`src/rtl/mem_access_unit_if.sv`:
```
// Data-memory bus between the memory stage and the data memory.
// The master side issues req/gnt/rvalid transactions.
interface mem_access_unit_if;
  logic        dmem_req;
  logic        dmem_we;
  logic [31:0] dmem_addr;
  logic [3:0]  dmem_be;
  logic [31:0] dmem_wdata;
  logic        dmem_gnt;
  logic        dmem_rvalid;
  logic [31:0] dmem_rdata;

  modport master (
    output dmem_req, dmem_we, dmem_addr, dmem_be, dmem_wdata,
    input  dmem_gnt, dmem_rvalid, dmem_rdata
  );

  modport slave (
    input  dmem_req, dmem_we, dmem_addr, dmem_be, dmem_wdata,
    output dmem_gnt, dmem_rvalid, dmem_rdata
  );
endinterface

```
`src/rtl/mem_access_unit.sv`:
```
// RV32I memory stage: turns EX/MEM loads/stores into dmem bus transactions,
// stalls upstream while outstanding, and registers the MEM/WB fields.
module mem_access_unit #(
  parameter int unsigned MAX_WAIT = 255
) (
  input  logic              clk,
  input  logic              rst,
  input  logic [31:0]       pc_in,
  input  logic [31:0]       alu_result_in,
  input  logic [31:0]       rs2_data_in,
  input  logic [2:0]        funct3_in,
  input  logic [4:0]        rd_in,
  input  logic [1:0]        wb_sel_in,
  input  logic              mem_read_in,
  input  logic              mem_write_in,
  input  logic              reg_write_in,
  mem_access_unit_if.master dmem,
  output logic              mem_stall,
  output logic              misalign,
  output logic              bus_err,
  output logic [31:0]       wb_pc,
  output logic [31:0]       wb_data,
  output logic [4:0]        wb_rd,
  output logic [1:0]        wb_sel,
  output logic              wb_reg_write
);
  typedef enum logic [1:0] {StIdle, StReq, StWait, StDone} state_e;

  localparam logic [7:0] LastCnt = 8'(MAX_WAIT - 1);

  state_e      state_q, state_d;
  logic [7:0]  cnt_q, cnt_d;
  logic [31:0] addr_q, wdata_q, pc_q, data_q;
  logic [3:0]  be_q;
  logic [2:0]  funct3_q;
  logic [4:0]  rd_q;
  logic [1:0]  sel_q;
  logic        we_q, rw_q, fail_q;

  logic        access, legal, aligned, bad, start, timeout, load_done;
  logic [1:0]  off;
  logic [3:0]  be_calc;
  logic [31:0] wdata_calc, load_ext;
  logic [7:0]  ld_byte;
  logic [15:0] ld_half;

  // Decode of the instruction currently sitting in EX/MEM.
  always_comb begin
    access = mem_read_in | mem_write_in;
    off    = alu_result_in[1:0];
    if (mem_read_in) legal = funct3_in inside {3'b000, 3'b001, 3'b010, 3'b100, 3'b101};
    else             legal = funct3_in inside {3'b000, 3'b001, 3'b010};
    case (funct3_in[1:0])
      2'b01:   aligned = ~off[0];
      2'b10:   aligned = (off == 2'b00);
      default: aligned = 1'b1;
    endcase
    bad   = access & ~(legal & aligned);
    start = (state_q == StIdle) & access & ~bad;
    case (funct3_in[1:0])
      2'b00: begin
        be_calc    = 4'b0001 << off;
        wdata_calc = {4{rs2_data_in[7:0]}};
      end
      2'b01: begin
        be_calc    = 4'b0011 << off;
        wdata_calc = {2{rs2_data_in[15:0]}};
      end
      default: begin
        be_calc    = 4'b1111;
        wdata_calc = rs2_data_in;
      end
    endcase
  end

  always_comb begin
    ld_byte = dmem.dmem_rdata[{addr_q[1:0], 3'b000} +: 8];
    ld_half = addr_q[1] ? dmem.dmem_rdata[31:16] : dmem.dmem_rdata[15:0];
    case (funct3_q)
      3'b000:  load_ext = {{24{ld_byte[7]}}, ld_byte};
      3'b100:  load_ext = {24'b0, ld_byte};
      3'b001:  load_ext = {{16{ld_half[15]}}, ld_half};
      3'b101:  load_ext = {16'b0, ld_half};
      default: load_ext = dmem.dmem_rdata;
    endcase
  end

  // The timeout counter spans REQ and WAIT together.
  always_comb begin
    state_d   = state_q;
    cnt_d     = cnt_q;
    timeout   = 1'b0;
    load_done = 1'b0;
    case (state_q)
      StIdle: begin
        cnt_d = '0;
        if (start) state_d = StReq;
      end
      StReq: begin
        if (dmem.dmem_gnt) begin
          state_d = we_q ? StDone : StWait;
          cnt_d   = we_q ? 8'd0 : cnt_q + 8'd1;
        end else if (cnt_q >= LastCnt) begin
          timeout = 1'b1;
          state_d = StDone;
          cnt_d   = '0;
        end else begin
          cnt_d = cnt_q + 8'd1;
        end
      end
      StWait: begin
        if (dmem.dmem_rvalid) begin
          load_done = 1'b1;
          state_d   = StDone;
          cnt_d     = '0;
        end else if (cnt_q >= LastCnt) begin
          timeout = 1'b1;
          state_d = StDone;
          cnt_d   = '0;
        end else begin
          cnt_d = cnt_q + 8'd1;
        end
      end
      default: state_d = StIdle;
    endcase
  end

  assign mem_stall       = start | (state_q == StReq) | (state_q == StWait);
  assign dmem.dmem_req   = (state_q == StReq);
  assign dmem.dmem_we    = dmem.dmem_req & we_q;
  assign dmem.dmem_be    = dmem.dmem_req ? be_q : 4'b0000;
  assign dmem.dmem_addr  = {addr_q[31:2], 2'b00};
  assign dmem.dmem_wdata = wdata_q;

  always_ff @(posedge clk or posedge rst) begin
    if (rst) begin
      state_q <= StIdle;
      cnt_q   <= '0;
    end else begin
      state_q <= state_d;
      cnt_q   <= cnt_d;
    end
  end

  always_ff @(posedge clk or posedge rst) begin
    if (rst) begin
      addr_q   <= '0;
      be_q     <= '0;
      wdata_q  <= '0;
      we_q     <= 1'b0;
      funct3_q <= '0;
      rd_q     <= '0;
      pc_q     <= '0;
      sel_q    <= '0;
      rw_q     <= 1'b0;
      data_q   <= '0;
      fail_q   <= 1'b0;
    end else begin
      if (start) begin
        addr_q   <= alu_result_in;
        be_q     <= be_calc;
        wdata_q  <= wdata_calc;
        we_q     <= ~mem_read_in;
        funct3_q <= funct3_in;
        rd_q     <= rd_in;
        pc_q     <= pc_in;
        sel_q    <= wb_sel_in;
        rw_q     <= reg_write_in;
        data_q   <= alu_result_in;
        fail_q   <= 1'b0;
      end
      if (load_done) data_q <= load_ext;
      if (timeout)   fail_q <= 1'b1;
    end
  end

  always_ff @(posedge clk or posedge rst) begin
    if (rst) begin
      misalign     <= 1'b0;
      bus_err      <= 1'b0;
      wb_pc        <= '0;
      wb_data      <= '0;
      wb_rd        <= '0;
      wb_sel       <= '0;
      wb_reg_write <= 1'b0;
    end else begin
      misalign <= (state_q == StIdle) & bad;
      bus_err  <= timeout;
      if (state_q == StDone) begin
        wb_pc        <= pc_q;
        wb_data      <= data_q;
        wb_rd        <= rd_q;
        wb_sel       <= sel_q;
        wb_reg_write <= rw_q & ~fail_q;
      end else if (mem_stall) begin
        wb_reg_write <= 1'b0;
      end else begin
        wb_pc        <= pc_in;
        wb_data      <= alu_result_in;
        wb_rd        <= rd_in;
        wb_sel       <= wb_sel_in;
        wb_reg_write <= reg_write_in & ~bad;
      end
    end
  end
endmodule

```
`src/flat_wrapper.sv`:
```
// flat-port wrapper written by rule: the top's interface ports become plain ports
module mem_access_unit_flat 
#(
  parameter int unsigned MAX_WAIT = 255
)
  (clk, rst, pc_in, alu_result_in, rs2_data_in, funct3_in, rd_in, wb_sel_in, mem_read_in, mem_write_in, reg_write_in, mem_stall, misalign, bus_err, wb_pc, wb_data, wb_rd, wb_sel, wb_reg_write, dmem_dmem_req, dmem_dmem_we, dmem_dmem_addr, dmem_dmem_be, dmem_dmem_wdata, dmem_dmem_gnt, dmem_dmem_rvalid, dmem_dmem_rdata);
  mem_access_unit_if dmem_i ();
  input  logic clk;
  input  logic rst;
  input  logic [31:0] pc_in;
  input  logic [31:0] alu_result_in;
  input  logic [31:0] rs2_data_in;
  input  logic [2:0] funct3_in;
  input  logic [4:0] rd_in;
  input  logic [1:0] wb_sel_in;
  input  logic mem_read_in;
  input  logic mem_write_in;
  input  logic reg_write_in;
  output logic mem_stall;
  output logic misalign;
  output logic bus_err;
  output logic [31:0] wb_pc;
  output logic [31:0] wb_data;
  output logic [4:0] wb_rd;
  output logic [1:0] wb_sel;
  output logic wb_reg_write;
  output wire logic [$bits(dmem_i.dmem_req)-1:0] dmem_dmem_req;
  output wire logic [$bits(dmem_i.dmem_we)-1:0] dmem_dmem_we;
  output wire logic [$bits(dmem_i.dmem_addr)-1:0] dmem_dmem_addr;
  output wire logic [$bits(dmem_i.dmem_be)-1:0] dmem_dmem_be;
  output wire logic [$bits(dmem_i.dmem_wdata)-1:0] dmem_dmem_wdata;
  input wire logic [$bits(dmem_i.dmem_gnt)-1:0] dmem_dmem_gnt;
  input wire logic [$bits(dmem_i.dmem_rvalid)-1:0] dmem_dmem_rvalid;
  input wire logic [$bits(dmem_i.dmem_rdata)-1:0] dmem_dmem_rdata;
  assign dmem_dmem_req = dmem_i.dmem_req;
  assign dmem_dmem_we = dmem_i.dmem_we;
  assign dmem_dmem_addr = dmem_i.dmem_addr;
  assign dmem_dmem_be = dmem_i.dmem_be;
  assign dmem_dmem_wdata = dmem_i.dmem_wdata;
  assign dmem_i.dmem_gnt = dmem_dmem_gnt;
  assign dmem_i.dmem_rvalid = dmem_dmem_rvalid;
  assign dmem_i.dmem_rdata = dmem_dmem_rdata;
  mem_access_unit #(.MAX_WAIT(MAX_WAIT)) u_core (.clk(clk), .rst(rst), .pc_in(pc_in), .alu_result_in(alu_result_in), .rs2_data_in(rs2_data_in), .funct3_in(funct3_in), .rd_in(rd_in), .wb_sel_in(wb_sel_in), .mem_read_in(mem_read_in), .mem_write_in(mem_write_in), .reg_write_in(reg_write_in), .dmem(dmem_i), .mem_stall(mem_stall), .misalign(misalign), .bus_err(bus_err), .wb_pc(wb_pc), .wb_data(wb_data), .wb_rd(wb_rd), .wb_sel(wb_sel), .wb_reg_write(wb_reg_write));
endmodule
```
`config.mk`:
```
export PLATFORM = sky130hd
export DESIGN_NAME = mem_access_unit_flat
export DESIGN_NICKNAME = d
export VERILOG_FILES = /design/src/rtl/mem_access_unit_if.sv /design/src/rtl/mem_access_unit.sv /design/src/flat_wrapper.sv
export SDC_FILE = /design/constraint.sdc
export NUM_CORES = 1
export LEC_CHECK = 0
export CAP_MARGIN = 20
export CORE_AREA = 2 2 140 155
export DETAILED_ROUTE_END_ITERATION = 7
export DIE_AREA = 0 0 142 157
export PLACE_DENSITY_LB_ADDON = 0.05
export SLEW_MARGIN = 20
export SYNTH_ARGS = -nofsm -noshare
export SYNTH_HDL_FRONTEND = slang
export SYNTH_SLANG_ARGS = --single-unit
```
`constraint.sdc`:
```
create_clock -name clk -period 14.2 [get_ports clk]
set_clock_uncertainty 0.1 [all_clocks]
set_input_delay 2.84 -clock clk [delete_from_list [all_inputs] [get_ports clk]]
set_output_delay 2.84 -clock clk [all_outputs]
set_load 0.1 [all_outputs]
```
======== After elaboration in Yosys (flattened, before gate mapping) ========
Index checks and enable logic that the tools add are counted.
word-level totals
  register bits ........................... 229
  input bits .............................. 145
  output and inout port bits .............. 145
  logic and storage cells ................. 103
cells by class
  $add $sub $neg .......................... 1
  order comparisons ....................... 1
  eq/ne operators ......................... 14
  shifts and indexed selects .............. 3
  multiplexer cells ....................... 38
  bitwise gates (word level) .............. 16
  reduce and logical (&&, ||, !) cells .... 10
operators with widths
  kind                                            number
  two-way mux 32 bit                              6
  case mux 32 bit (4 select lines)                1
  case mux 32 bit (2 select lines)                1
  two-way mux 8 bit                               4
  indexed part select 32 x 6 -> 8 bit             1
  case mux 8 bit (3 select lines)                 1
  two-way mux 16 bit                              1
  == test 3 bit (second input constant)           4
  two-way mux 2 bit                               6
  two-way mux 1 bit                               11
  two-way mux 5 bit                               2
  adder 8 x 1 -> 8 bit (second input constant)    1
  AND 1 bit                                       8
  >= comparator 8 bit (second input constant)     1
  case mux 4 bit (2 select lines)                 1
  == test 2 bit (second input constant)           3
  == test 3 x 1 -> 1 bit (second input constant)  2
  logical NOT 2 bit                               3
  logical NOT 3 bit                               2
  case mux 2 bit (3 select lines)                 1
  nonzero test 3 bit                              2
  NOT 1 bit                                       5
  nonzero test 5 bit                              1
  == test 2 x 1 -> 1 bit (second input constant)  2
  8 further kinds                                 13

======== Logic depth before layout (Yosys ltp) ========
Gate-level depths: netlist of run 1.
  depth in word-level cells ............... 12
  depth in mapped cells ................... 11
  mapped depth without buffers ............ 8

======== Least setup slack after synthesis of run 1 ========
Ideal clock, no wire load.
  path type ............................... input to output
  from .................................... input funct3_in[0]
  to ...................................... output mem_stall
  arrival time ............................ 4,441 ps
  required time ........................... 11,260 ps
  path slack .............................. 6,819 ps
  stages .................................. 8
  buffers on the path ..................... 2
  path through ............................ inv_1 > ha_1 > nor2b_1 > o22ai_4 > o31a_1 > buf_6 > inv_4 > buf_2
between the ends
  longest elaborated chain between the ends .. 10
ends and longest elaborated chain
  what                                                      line                                          text
  from (decl)                                               flat_wrapper.sv:13                            input logic [2:0] funct3_in;
  == test 3 x 1 -> 1 bit, or another cell as far along      mem_access_unit.sv:51, mem_access_unit.sv:52
  nonzero test 5 bit or nonzero test 3 bit (tied branches)  mem_access_unit.sv:51, mem_access_unit.sv:52
  two-way mux 1 bit                                         mem_access_unit.sv:51                         if (mem_read_in) legal = funct3_in inside {3'b000, 3'b001, 3'b010, 3'b100, 3'b101};
  AND 1 bit (*)                                             mem_access_unit.sv:58                         bad = access & ~(legal & aligned);
  NOT 1 bit (*)                                             mem_access_unit.sv:58
  AND 1 bit (*)                                             mem_access_unit.sv:58
  NOT 1 bit (*)                                             mem_access_unit.sv:59                         start = (state_q == StIdle) & access & ~bad;
  AND 1 bit (*)                                             mem_access_unit.sv:59
  OR 1 bit (*) (2 in series)                                mem_access_unit.sv:128                        assign mem_stall = start | (state_q == StReq) | (state_q == StWait);
  to (decl)                                                 flat_wrapper.sv:19                            output logic mem_stall;
Every way passes the cells marked *; elsewhere a longest branch is shown, timed or not.

======== Final worst setup path of run 1 ========
Same ends and word-level chain as after synthesis.

==> flow_metrics.env, run 1 <==
export IMPL_hold_buffers=0
export IMPL_timing_final_crit_share_pct=62.25
export IMPL_wl_per_cell_um=18.02
export IMPL_use_met3_pct=7.758
export IMPL_r2r_end="u_core.data_q[21]"
export IMPL_cts_tree="done"
export IMPL_cp_end_kind="primary output"
export IMPL_synth_area_leaders="dfrtp_1 53%, nand2_1 14%, a21oi_1 8.0%, nor2_1 4.8%, buf_4 2.6%"
export IMPL_required_ns=11.26
export IMPL_worstPathArrival_ns=5.90
export IMPL_via_count=9507
export IMPL_cts_resized_gates=0
export IMPL_hp_start="u_core.addr_q[21]"
export IMPL_grt_setup_unrepaired="false"
export IMPL_ys_ff_latch=229
export IMPL_path_clk_slew_ns=0.06
export IMPL_cts_buffers=25
export IMPL_drive_gt1_share_pct=4.147
export IMPL_maxSlewViolCount=0
export IMPL_run_status="completed"
export IMPL_hp_class="register to register"
export IMPL_ioPinCount=290
export IMPL_layout_common_cells="392 x nand2_1, 287 x clkdlybuf4s50_1, 229 x dfrtp_1, 173 x a21oi_1, 137 x nor2_1"
export IMPL_synth_area_mm2=0.01080
export IMPL_clock_path_buffers=3
export IMPL_fin_crit_ns=8.840
export IMPL_chipWidth_um=142
export IMPL_hpwl_mm=19.86
export IMPL_crit_path_max_fanout=19
export IMPL_crit_buf_inv=4
export IMPL_via_per_inst=5.502
export IMPL_cts_sinks=229
export IMPL_overflow=0
export IMPL_grt_pass1_vias=9431
export IMPL_fin_tns_setup_ns=0
export IMPL_crit_type="input pin to primary output"
export IMPL_yosysTopAreaCell="dfrtp_1"
export IMPL_slew_headroom_pct=29.42
export IMPL_route_detailed_drc=0
export IMPL_synth_flop_cell="dfrtp_1"
export IMPL_route_final_wire_length_mm=31.14
export IMPL_slowest_stage="clkdlybuf4s50_1"
export IMPL_die_area_mm2=0.02229
export IMPL_tightest_slew_ns=1.055
export IMPL_drv_max_cap_violation_count=0
export IMPL_grt_busiest_layer="met2"
export IMPL_crit_path_start_kind="input pin"
export IMPL_synth_edff_count=0
export IMPL_area_growth_syn_to_layout_pct=31.65
export IMPL_dr_pass1_iters=5
export IMPL_holdPathStages=2
export IMPL_grt_use_total_pct=27.50
export IMPL_finalSetupViolCount=0
export IMPL_path_delay_family="buffers and inverters"
export IMPL_async_flop_share_pct=100.0
export IMPL_post_cts_buffers=0
export IMPL_std_cell_rows=55
export IMPL_ant_nets=0
export IMPL_grt_use_met2_pct=44.97
export IMPL_synth_top_area_share_pct=53.06
export IMPL_ys_types=50
export IMPL_path_common_cell="clkdlybuf4s50_1"
export IMPL_path_cells="clkdlybuf4s50_1, inv_1, ha_1, or2_2, o22ai_4, o31a_2, inv_4, clkdlybuf4s50_1"
export IMPL_io_buffers=287
export IMPL_r2r_slack_ns=10.92
export IMPL_root_buffer="clkbuf_16"
export IMPL_nets=1611
export IMPL_reg2reg_from="u_core.state_q[0]"
export IMPL_hold_violations=0
export IMPL_yosys_warnings=0
export IMPL_met1_usage_pct=35.93
export IMPL_reg2regPathDepth=7
export IMPL_grt_pass1_wl_mm=49.04
export IMPL_final_common_cell="nand2_1"
export IMPL_gp_congestion=0.8712
export IMPL_clkLatencyLatePin_ns=0.52
export IMPL_htree_levels=1
export IMPL_max_stage_delay_ns=1.12
export IMPL_hold_end="u_core.addr_q[21]"
export IMPL_core_mm2=0.02058
export IMPL_syn_inst=1242
export IMPL_die_height_um=157
export IMPL_utilization_pct=69.10
export IMPL_fmax_mhz=113.1
export IMPL_seq_area_frac_synth_pct=53.06
export IMPL_antenna_found_initial=0
export IMPL_avgSynthCellArea_um2=8.696
export IMPL_grt_max_degree=148
export IMPL_initial_core_util_pct=52.49
export IMPL_drt_initial_drc_count=674
-- Yosys cell counts (2+ instances only) --
cell / number
a31oi_1: 19
nand3_1: 6
buf_6: 19
clkbuf_1: 37
nor2b_1: 14
dfrtp_1: 229
ha_1: 11
a21o_1: 4
a32oi_1: 24
nor3_1: 3
o21bai_1: 4
inv_1: 14
buf_4: 38
mux2i_1: 16
nor2_1: 137
o31a_1: 2
a221oi_1: 8
nand2b_1: 2
xnor2_1: 2
nand2_1: 392
a22oi_1: 8
buf_1: 3
buf_2: 15
and2_1: 6
a2111oi_0: 7
a21oi_1: 173
o21ai_0: 24
or3_1: 3
-- metrics by stage --
stage / worst slack [ns] / cells / hold slack [ns] / instance area (um2)
4_1_cts: 5.358 / 1727 / 0.3775 / 14210
5_1_grt: 5.225 / 1727 / 0.3878 / 14220
3_5_place_dp: 5.365 / 1684 / 0.3620 / 13370
2_1_floorplan: 4.984 / 1243 / 0.3305 / 10800
3_3_place_gp: 5.426 / 1684 / 0.3439 / 13370
6_report: 5.361 / 1728 / 0.3719 / 14220
-- registers in the layout, indices dropped and copies added (netlist names) --
name and flops:
u_core.bus_err 1, u_core.data_q 32, u_core.wb_pc 32, u_core.wb_reg_write 1, u_core.we_q 1, u_core.sel_q 2
u_core.wb_sel 2, u_core.rw_q 1, u_core.funct3_q 3, u_core.pc_q 32, u_core.wb_rd 5, u_core.be_q 4
u_core.misalign 1, u_core.dmem.dmem_wdata 32, u_core.rd_q 5, u_core.wb_data 32, u_core.fail_q 1, u_core.addr_q 32
u_core.cnt_q 8, u_core.state_q 2
-- logic make-up (layout without fill, tap and decap cells) --
group,count (synthesis),count (layout),synth area share (%)
and+or+nand+nor,571,571,20.85
xor gates and xnor gates,2,2,0.1622
buffers and inverters,128,356,7.287
adders and majority gates,11,11,1.274
AOI/OAI and AO/OA,284,284,15.85
muxes,16,16,1.483
other,1,3,0.03472
DFF,229,229,53.06
-- worst register-to-register path, cell delays in order (launching register included) --
cell     delay, ns
dfrtp_1       0.47
inv_1         0.12
ha_1          0.26
o21ai_0       0.28
or3_4         0.79
buf_4         0.76
nand2_1       0.17
a32oi_1       0.23
-- per-layer routing --
metal | vias up | routed length, um
met4 | 0 | 726
met3 | 56 | 2773
met5 | - | 0
met2 | 373 | 14780
li1 | 4532 | -
met1 | 4546 | 12860
-- how the worst max path moves through the flow --
stage / startpoint / to / slack [ns] / depth (start not counted)
2_1_floorplan: rst / u_core.addr_q[0] / 4.98 / 1
3_3_place_gp: funct3_in[0] / mem_stall / 5.43 / 8
3_5_place_dp: funct3_in[1] / mem_stall / 5.36 / 8
4_1_cts: funct3_in[1] / mem_stall / 5.36 / 8
5_1_grt: funct3_in[0] / mem_stall / 5.23 / 8
6_report: funct3_in[0] / mem_stall / 5.36 / 8
-- cell type report --
| type | count | area [um2] |
|---|---|---|
| well taps | 256 | 320.3 |
| fillers | 1687 | 6357 |
| clock buffers | 35 | 713.2 |
| multi-input cells | 886 | 4305 |
| diodes | 1 | 2.502 |
| inverters | 16 | 75.07 |
| repair buffers | 297 | 2952 |
| clock inverters | 8 | 120.1 |
| flip-flops and latches | 229 | 5731 |
Power of run 1 is not shown: default switching activity piles up to over one toggle a cycle in this logic, so the estimate is an artifact.
==> run 2: changes to the inputs <==
--- a/config.mk
+++ b/config.mk
@@ -6,9 +6,9 @@
 export NUM_CORES = 1
 export LEC_CHECK = 0
 export CAP_MARGIN = 20
-export CORE_AREA = 2 2 140 155
+export CORE_AREA = 2 2 145 161
 export DETAILED_ROUTE_END_ITERATION = 7
-export DIE_AREA = 0 0 142 157
+export DIE_AREA = 0 0 147 163
 export PLACE_DENSITY_LB_ADDON = 0.05
 export SLEW_MARGIN = 20
 export SYNTH_ARGS = -nofsm -noshare
==> constraint.sdc (replaced) <==
create_clock -name clk -period 8.2 [get_ports clk]
set_clock_uncertainty 0.1 [all_clocks]
set_input_delay 1.64 -clock clk [delete_from_list [all_inputs] [get_ports clk]]
set_output_delay 1.64 -clock clk [all_outputs]
set_load 0.1 [all_outputs]
==> flow_metrics.env, run 2 (synthesis gave the netlist of run 1 again) <==
export IMPL_run_status="completed"
export IMPL_finalSetupViolCount=0
export IMPL_cp_end_kind="primary output"
export IMPL_maxSlewViolCount=0
export IMPL_hold_violations=0
export IMPL_path_clk_slew_ns=0.06
export IMPL_utilization_pct=63.31
export IMPL_hold_buffers=0
export IMPL_r2r_end="u_core.data_q[11]"
export IMPL_std_cell_rows=58
export IMPL_fillers=1936
export IMPL_initial_core_util_pct=48.01
export IMPL_die_height_um=163
export IMPL_holdPathStages=1
export IMPL_chipWidth_um=147
export IMPL_route_detailed_drc=0
export IMPL_io_buffers=287
export IMPL_reg2regPathDepth=7
export IMPL_n_antenna_cell=0
export IMPL_cts_sinks=229
export IMPL_die_area_mm2=0.02396
export IMPL_crit_type="input pin to primary output"
export IMPL_dpl_cell_area_mm2=0.01343
export IMPL_grt_max_degree=87
export IMPL_fin_tns_setup_ns=0
export IMPL_hold_end="u_core.wb_reg_write"
export IMPL_fmax_mhz=158.2
export IMPL_dr_pass1_iters=6
export IMPL_wl_per_cell_um=17.30
export IMPL_grt_use_total_pct=25.19
export IMPL_fin_crit_ns=6.320
export IMPL_grt_setup_unrepaired="false"
export IMPL_drv_max_cap_violation_count=0
export IMPL_clock_path_buffers=3
export IMPL_core_mm2=0.02250
export IMPL_layout_common_cells="392 x nand2_1, 286 x clkdlybuf4s50_1, 229 x dfrtp_1, 173 x a21oi_1, 137 x nor2_1"
export IMPL_area_growth_syn_to_layout_pct=31.88
export IMPL_crit_path_start_kind="input pin"
export IMPL_required_ns=6.46
export IMPL_crit_path_max_fanout=72
export IMPL_cts_tree="done"
export IMPL_final_common_cell="nand2_1"
export IMPL_clkLatencyLatePin_ns=0.52
export IMPL_ant_nets=0
export IMPL_cts_buffers=24
export IMPL_nets=1610
export IMPL_htree_levels=1
export IMPL_hpwl_mm=19.41
export IMPL_slew_headroom_pct=29.20
export IMPL_overflow=0
export IMPL_grt_pass1_wl_mm=49.08
export IMPL_via_per_inst=5.301
export IMPL_hp_class="register to register"
export IMPL_drive_gt1_share_pct=4.218
export IMPL_reg2reg_from="u_core.state_q[0]"
export IMPL_worstPathArrival_ns=4.58
export IMPL_root_buffer="clkbuf_16"
export IMPL_antenna_found_initial=0
export IMPL_via_count=9382
export IMPL_hp_start="u_core.fail_q"
export IMPL_r2r_slack_ns=4.92
export IMPL_timing_final_crit_share_pct=77.07
export IMPL_ioPinCount=290
export IMPL_post_cts_buffers=0
export IMPL_crit_path_start="funct3_in[0]"
export IMPL_grt_pass1_vias=9216
export IMPL_design_area_mm2=0.01424
export IMPL_tightest_slew_ns=1.059
export IMPL_cts_resized_gates=0
export IMPL_gp_congestion=0.8215
export IMPL_route_final_wire_length_mm=30.63
export IMPL_drt_initial_drc_count=611
==> run 2: cell types whose count changed in the layout (fill, tap and decap cells not counted) <==
cell	previous run	this run
clkbuf_1	5	4
clkdlybuf4s50_1	287	286
bufinv_16	3	2
diode_2	1	0
clkbuf_8	5	6
clkinv_8	1	0
inv_8	0	1
buf_4	9	10
==> run 2: cell type report <==
type | count | area [um2] | area share, %
Clock buffer | 35 | 723.2 | 5.077
Clock inverter | 7 | 90.09 | 0.6325
Inverter | 16 | 70.07 | 0.4919
Multi-Input combinational cell | 886 | 4305 | 30.23
Sequential cell | 229 | 5731 | 40.23
Tap cell | 300 | 375.4 | 2.635
Timing Repair Buffer | 297 | 2949 | 20.70
==> run 2: worst max-delay path by stage <==
| stage | slack, ns | to | cells after the start |
|---|---|---|---|
| after floorplan | 0.18 | u_core.addr_q[0] | 1 |
| after global routing | 1.67 | mem_stall | 8 |
| final | 1.88 | mem_stall | 8 |
| after CTS | 1.87 | mem_stall | 8 |
| after global placement | 1.91 | mem_stall | 8 |
| after detailed placement | 1.85 | mem_stall | 8 |
==> run 2: metal layers <==
layer  global-route usage [%]  wire (um)  vias to the layer above
met2                    38.50      13880                      325
met5                        0          0                        -
met4                    7.517        779                        0
met1                    35.99      13410                     4477
li1                         -          -                     4526
met3                    5.994       2547                       54
==> run 2: worst max-delay path, stage by stage <==
cell and delay, ns:
clkdlybuf4s50_1 0.46, inv_1 0.10, ha_1 0.57, or2_2 0.27
o22ai_4 0.10, o31a_2 0.37, inv_4 0.62, buf_4 0.43
==> run 2: stage by stage <==
step	worst slack, ns	hold slack (ns)	std cells
6_report	1.880	0.3518	1770
5_1_grt	1.674	0.3601	1770
4_1_cts	1.872	0.3546	1770
3_5_place_dp	1.853	0.3466	1728
3_3_place_gp	1.913	0.3473	1728
2_1_floorplan	0.1838	0.3305	1243
Power of run 2 is left out for the same reason.
==> run 3: changes to the inputs <==
==> constraint.sdc (replaced) <==
create_clock -name clk -period 6.3 [get_ports clk]
set_clock_uncertainty 0.1 [all_clocks]
set_input_delay 1.26 -clock clk [delete_from_list [all_inputs] [get_ports clk]]
set_output_delay 1.26 -clock clk [all_outputs]
set_load 0.1 [all_outputs]
==> flow_metrics.env, run 3 (synthesis gave the netlist of run 1 again) <==
export IMPL_wl_per_cell_um=17.40
export IMPL_met3WireLength_mm=2.507
export IMPL_required_ns=4.94
export IMPL_chipWidth_um=147
export IMPL_initial_core_util_pct=48.01
export IMPL_tightest_slew_ns=1.062
export IMPL_drt_initial_drc_count=600
export IMPL_fin_crit_ns=4.757
export IMPL_dr_pass1_iters=5
export IMPL_core_mm2=0.02250
export IMPL_crit_path_start_kind="input pin"
export IMPL_slew_headroom_pct=28.99
export IMPL_grt_pass1_wl_mm=49.91
export IMPL_grt_use_total_pct=25.85
export IMPL_cp_end_kind="primary output"
export IMPL_crit_type="input pin to primary output"
export IMPL_worstPathArrival_ns=3.40
export IMPL_dpl_cell_count=1730
export IMPL_timing_final_crit_share_pct=75.51
export IMPL_hold_violations=0
export IMPL_post_cts_buffers=0
export IMPL_grt_max_degree=126
export IMPL_layout_common_cells="392 x nand2_1, 286 x clkdlybuf4s50_1, 229 x dfrtp_1, 173 x a21oi_1, 137 x nor2_1"
export IMPL_fin_tns_setup_ns=0
export IMPL_antenna_found_initial=0
export IMPL_grt_pass1_vias=9255
export IMPL_route_final_wire_length_mm=30.82
export IMPL_maxSlewViolCount=0
export IMPL_area_growth_syn_to_layout_pct=32.43
export IMPL_drive_gt1_share_pct=4.351
export IMPL_cts_tree="done"
export IMPL_finalSetupViolCount=0
export IMPL_root_buffer="clkbuf_16"
export IMPL_overflow=0
export IMPL_htree_levels=1
export IMPL_nets=1612
export IMPL_hpwl_mm=19.40
export IMPL_cts_resized_gates=0
export IMPL_route_detailed_drc=0
export IMPL_run_status="completed"
export IMPL_via_per_inst=5.282
export IMPL_ioPinCount=290
export IMPL_holdWs_ns=0.3609
export IMPL_cts_sinks=229
export IMPL_gp_congestion=0.8184
export IMPL_drv_max_cap_violation_count=0
export IMPL_n_antenna_cell=0
export IMPL_io_buffers=287
export IMPL_wl_met1_mm=13.66
export IMPL_clkLatencyLatePin_ns=0.52
export IMPL_final_common_cell="nand2_1"
export IMPL_crit_path_max_fanout=15
export IMPL_via_count=9354
export IMPL_die_area_mm2=0.02396
export IMPL_std_cell_rows=58
export IMPL_die_height_um=163
export IMPL_hold_buffers=0
export IMPL_wl_met2_mm=14.07
export IMPL_routed_top_layer="met4"
export IMPL_grt_setup_unrepaired="false"
export IMPL_ant_nets=0
export IMPL_path_clk_slew_ns=0.06
export IMPL_r2r_slack_ns=3.50
export IMPL_clock_path_buffers=3
export IMPL_cts_buffers=24
export IMPL_stdcell_count=1771
export IMPL_hp_class="register to register"
export IMPL_fmax_mhz=210.2
## run 3: cell types whose count changed in the layout (fill, tap and decap cells not counted), sizes merged
| cell | change |
|---|---|
| buf | +2 |
| bufinv | +1 |
| clkbuf | -3 |
| clkinv | +2 |
| inv | -1 |
## run 3: stage by stage
| step | setup slack, ns | utilization, % | area, um2 |
|---|---|---|---|
| detailed placement | 1.544 | 59.96 | 13490 |
| CTS | 1.527 | 63.58 | 14300 |
| global route | 1.452 | 63.58 | 14300 |
| finish | 1.543 | 63.58 | 14300 |
| floorplan | 1.946 | - | 10810 |
| global placement | 1.603 | 59.96 | 13490 |
## run 3: routing by layer
layer / global-route usage, % / vias to the layer above
li1: - / 4539
met1: 36.44 / 4457
met2: 40.72 / 318
met3: 6.527 / 40
met4: 5.857 / 0
met5: 0 / -
## run 3: worst max-delay path, stage by stage
cell	delay (ns)
clkdlybuf4s50_1	0.56
ha_1	0.58
or2_2	0.27
o22ai_4	0.10
o31a_2	0.38
inv_4	0.08
buf_12	0.17
## run 3: layout make-up
| type | instances | area [um2] |
|---|---|---|
| fill | 1944 | 8194 |
| sequential | 229 | 5731 |
| multi-input combinational | 886 | 4305 |
| timing repair buffer | 299 | 3010 |
| clock buffer | 32 | 691.9 |
| tap | 300 | 375.4 |
| clock inverter | 9 | 122.6 |
| inverter | 16 | 66.31 |
## run 3: worst paths after layout
path,startpoint,end,depth (start not counted)
worst min-delay path,u_core.fail_q,u_core.wb_reg_write,1
worst min register to register,u_core.fail_q,u_core.wb_reg_write,1
worst max-delay path,funct3_in[0],mem_stall,7
max in group asynchronous,rst,u_core.addr_q[24],3
min in group asynchronous,rst,u_core.wb_pc[10],3
worst max register to register,u_core.state_q[0],u_core.data_q[11],7
Power of run 3 is left out for the same reason.
==> RTL edit 1 (settings of run 3) <==
Encoding of `state_e`: now one-hot (4 bits for 4 states).
--- a/src/rtl/mem_access_unit.sv
+++ b/src/rtl/mem_access_unit.sv
@@ -25,5 +25,5 @@
   output logic              wb_reg_write
 );
-  typedef enum logic [1:0] {StIdle, StReq, StWait, StDone} state_e;
+  typedef enum logic [3:0] {StIdle = 4'b0001, StReq = 4'b0010, StWait = 4'b0100, StDone = 4'b1000} state_e;
 
   localparam logic [7:0] LastCnt = 8'(MAX_WAIT - 1);
Formal check against the unedited RTL: no difference found for any inputs over 4 cycles, from zero or initial values and one cycle with rst high; so few cycles prove little.
==> RTL edit 1 against run 3 <==
- area after synthesis increased by 5.2%
- routed wire length decreased by 0.53%
- register-to-register slack worse by 360 ps
- worst hold slack gained 23 ps
- non-clock buffer count rose by 2
- sequential cell count rose by 2
- setup slack worse by 350 ps
- final area up 5.8%
- synthesized cell count shrank 22%
- die area is the same
==> RTL edit 1: results (changes against run 3) <==
Status
  – Run status: finished, final reports clean

Synth
  – Most common library cells after synthesis: dfrtp_1 (230), mux2_2 (139), o21ai_0 (100)
  – Yosys cell types: 52 (+4.0%)
  – Seq/Total Area, Yosys: 50.9% (-2.2 points)
  – Post-synthesis cell count: 964 (-22%)

Routing
  – Met3 WL post-DR: 2130 um (-15%)
  – Routed WL: 30700 um (-0.53%)
  – Metal-1 WL: 13200 um (-3.5%)
  – Iter 0 DRT Violations: 426 (-29%)
  – Routed via count: 8502 (-9.1%)

Worst setup path
  – CP max FO: 20 (+5)
  – FF-to-FF End: u_core.wb_pc[24]
  – Largest stage delay, worst path: 600 ps (+20 ps)
  – Crit. Startpoint: funct3_in[1]
  – CP arrival: 3750 ps (+350 ps)
  – R2R Setup Slk: 3140 ps (-360 ps)

Placement
  – GP Congestion: 0.854 (+4.3%)
  – Pre-CTS setup slack: 982 ps (-562 ps)
  – Final HPWL from detailed placement: 20200 um (+4.3%)

Clock tree
  – Num CTS Buffers: 25 (+4.2%)

Layout
  – Share of layout cells above drive strength 1: 22.6% (+18 points)

Global route
  – Routing usage on met2: 40.4% (-0.32 points)
  – Largest net degree at the start of global routing: 182 (+44%)
  – M3 GR Usage: 5.41% (-1.1 points)
  – First-pass GRT wire length: 48500 um (-2.8%)
  – Vias in the first global route: 8709 (-5.9%)

STA
  – Slew @ Worst Pin: 1090 ps (+26.5 ps)
[RTL edit 1: cell count changes in the layout (fill, tap and decap cells not counted), moves of 7 or more]
| cell | before | now |
|---|---|---|
| nor2b_1 | 14 | 6 |
| nand2_1 | 392 | 87 |
| a22oi_1 | 8 | 16 |
| nor2_1 | 137 | 14 |
| a2111oi_0 | 7 | 0 |
| mux2_2 | 0 | 139 |
| clkbuf_8 | 4 | 11 |
| o21ai_0 | 24 | 100 |
| nand3_1 | 6 | 30 |
| a21oi_1 | 173 | 17 |
| o211ai_1 | 1 | 11 |
| a32oi_1 | 24 | 16 |
| mux2_4 | 0 | 57 |
[RTL edit 1: cell families (layout without fill, tap and decap cells)]
family | Yosys count | after routing | share of synthesized area (%)
AND/OR/NAND/NOR | 169 | 169 | 6.99
other | 1 | 2 | 0.0330
adder cells (fa/ha/maj) | 5 | 5 | 0.550
XOR/XNOR | 1 | 1 | 0.0771
buffers and inverters | 118 | 362 | 5.78
AO/OA/AOI/OAI | 227 | 227 | 13.0
flip-flops | 231 | 231 | 50.9
multiplexers | 212 | 212 | 22.7
[RTL edit 1: layout make-up]
cell class | count | area [um2]
timing repair buffer | 301 | 3000
multi-input combinational | 616 | 4980
inverter | 15 | 60.1
clock buffer | 36 | 777
sequential | 231 | 5780
tap | 300 | 375
fill | 1787 | 7370
clock inverter | 10 | 156
[RTL edit 1: worst min path at each step]
stage / startpoint / end / slack, ps
floorplan: u_core.fail_q / u_core.fail_q / 340
global placement: u_core.fail_q / u_core.fail_q / 350
detailed placement: u_core.fail_q / u_core.fail_q / 360
CTS: u_core.fail_q / u_core.fail_q / 380
global route: u_core.fail_q / u_core.fail_q / 400
finish: u_core.fail_q / u_core.fail_q / 380
[RTL edit 1: power by group]
group	switching, uW	internal, uW
Sequential	236	1910
Clock	617	1020
Combinational	2240	867
==> RTL edit 2 (settings of run 3) <==
Made on the original files. `MAX_WAIT` is set to 255 in 2 places; all go to 127.
--- a/src/rtl/mem_access_unit.sv
+++ b/src/rtl/mem_access_unit.sv
@@ -2,5 +2,5 @@
 // stalls upstream while outstanding, and registers the MEM/WB fields.
 module mem_access_unit #(
-  parameter int unsigned MAX_WAIT = 255
+  parameter int unsigned MAX_WAIT = 127
 ) (
   input  logic              clk,
--- a/src/flat_wrapper.sv
+++ b/src/flat_wrapper.sv
@@ -2,5 +2,5 @@
 module mem_access_unit_flat 
 #(
-  parameter int unsigned MAX_WAIT = 255
+  parameter int unsigned MAX_WAIT = 127
 )
   (clk, rst, pc_in, alu_result_in, rs2_data_in, funct3_in, rd_in, wb_sel_in, mem_read_in, mem_write_in, reg_write_in, mem_stall, misalign, bus_err, wb_pc, wb_data, wb_rd, wb_sel, wb_reg_write, dmem_dmem_req, dmem_dmem_we, dmem_dmem_addr, dmem_dmem_be, dmem_dmem_wdata, dmem_dmem_gnt, dmem_dmem_rvalid, dmem_dmem_rdata);
Behaviour: no difference found for any inputs over 4 cycles, from zero or initial values and one cycle with rst high; that may be too few to reach the edited logic, so the function may still have changed.
==> RTL edit 2 against run 3 <==
- setup slack worse by 320 ps
- first-iteration DRC count is 4.0% lower
- area after synthesis is 1.5% lower
- routed wire length is 5.5% lower
- via count is 7.9% lower
- sequential cell count stayed put
- core utilization is 0.089 points lower
- final area is 0.14% lower
- critical path type unchanged
- highest routed layer unchanged
Power is not shown: default switching activity piles up to over one toggle a cycle in this logic, so the estimate is an artifact.
==> RTL edit 2: results (changes against run 3) <==
Status
  – Run status: finished, final reports clean

Worst setup path
  – FF-to-FF Start: u_core.state_q[0]
  – FF-to-FF path depth: 7 (unchanged)
  – CP Capture Point: mem_stall
  – R2R Setup Slk: 3010 ps (-490 ps)
  – Crit. Startpoint: funct3_in[0]
  – FF-to-FF End: u_core.wb_data[13]
  – CP max FO: 42 (+27)
  – CP arrival: 3720 ps (+320 ps)

Layout
  – FILL cells: 1878 (-3.4%)
  – Nets: 1458 (-9.6%)
  – Share of layout cells above drive strength 1: 4.92% (+0.57 points)
  – N_diodes: 0 (unchanged)

Global route
  – Grt met1 use: 33.4% (-3.0 points)
  – Vias in the first global route: 8597 (-7.1%)
  – Largest net degree at the start of global routing: 183 (+45%)
  – Gr usage total: 24.1% (-1.8 points)
  – First-pass GRT wire length: 46500 um (-6.8%)
  – Routing usage on met2: 38.7% (-2.0 points)
  – M3 GR Usage: 5.71% (-0.81 points)
  – Initial antenna violation count: 0 (unchanged)

Clock tree
  – Clk Tree Root Cell: clkbuf_16
  – Longest Clk Path Bufs: 3 (unchanged)
  – H-tree levels: 1 (unchanged)
  – CTS resizes: 0 (unchanged)
  – Setup Buffers After CTS: 0 (unchanged)
  – Reg clk slew, reported paths: 60 ps (about the same)
  – Num CTS Buffers: 25 (+4.2%)
  – Clock Latency Late Sink: between 500 and 600 ps

Synth
  – Seq/Total Area, Yosys: 53.9% (+0.80 points)
  – Main synth FF type: dfrtp_1
  – Most area-consuming cells after synthesis: dfrtp_1 (54%), nand2_1 (11%), o221a_1 (7.4%)
  – Most common library cells after synthesis: nand2_1 (299), dfrtp_1 (229), nand2b_1 (76)
  – Synthesis Warnings: 0 (unchanged)
  – Ys async rst share: 100% (unchanged)
  – Yosys cell types: 44 (-12%)
  – Post-synthesis cell count: 1085 (-13%)

Placement
  – # placed instances: 1575 (-9.0%)
  – Port Buf Inserts: 287 (unchanged)
  – GP Congestion: 0.820 (+0.13%)
  – Final HPWL from detailed placement: 19600 um (+1.1%)

Routing
  – DRC: 0 (unchanged)
  – Post-DR vias/cell: 5.32 (+0.68%)
  – Wire per inst: 18.0 um (+3.4%)
  – Routed WL: 29100 um (-5.5%)
  – DR pass1 iterations: 7 (+2)
  – Iter 0 DRT Violations: 576 (-4.0%)

STA
  – Slew @ Worst Pin: 1090 ps (+30.9 ps)

Floorplan
  – Rows: 58 (unchanged)

Min path
  – Hold crit path type: flop to flop
RTL edit 2: stage by stage:
step / utilization (%) / cell area, um2 / setup slack [ps]
finish: 63.5 / 14300 / 1220
global route: 63.5 / 14300 / 1080
detailed placement: 59.6 / 13400 / 1220
CTS: 63.5 / 14300 / 1220
floorplan: - / 10600 / 1680
global placement: 59.6 / 13400 / 1280
RTL edit 2: cells by family after synthesis:
group	synth area share, %
flip-flops	53.9
buffers and inverters	6.33
other	0.0352
AND/OR/NAND/NOR	19.2
XOR/XNOR	0.247
AO/OA/AOI/OAI	18.0
multiplexers	1.03
adder cells (fa/ha/maj)	1.29
RTL edit 2: layout make-up:
| class | count | area share (%) |
|---|---|---|
| Sequential cell | 229 | 40.1 |
| Multi-Input combinational cell | 731 | 29.9 |
| Timing Repair Buffer | 297 | 20.7 |
| Clock buffer | 32 | 4.84 |
| Tap cell | 300 | 2.63 |
| Clock inverter | 13 | 1.28 |
| Inverter | 18 | 0.499 |
RTL edit 2: worst min-delay path by stage:
stage	slack [ps]	to	start	cells after the start
after floorplan	330	u_core.be_q[0]	u_core.be_q[0]	2
after global placement	350	u_core.pc_q[25]	u_core.pc_q[25]	2
after detailed placement	350	u_core.pc_q[31]	u_core.pc_q[31]	2
after CTS	370	u_core.pc_q[17]	u_core.pc_q[17]	2
after global routing	380	u_core.fail_q	u_core.fail_q	1
final	360	u_core.pc_q[17]	u_core.pc_q[17]	2
RTL edit 2: metal layers:
layer  part of all wire [%]  up-vias
li1                       -     4158
met1                     44     4127
met2                     47      293
met3                    7.5       37
met4                    2.1        0
met5                      0        -
RTL edit 2: worst max-delay path, stage by stage:
cell             delay, ps
clkdlybuf4s50_1        430
inv_1                  110
ha_1                   580
or2_2                  250
o22ai_2                100
or3_4                  560
nand2_1                130
buf_4                  290
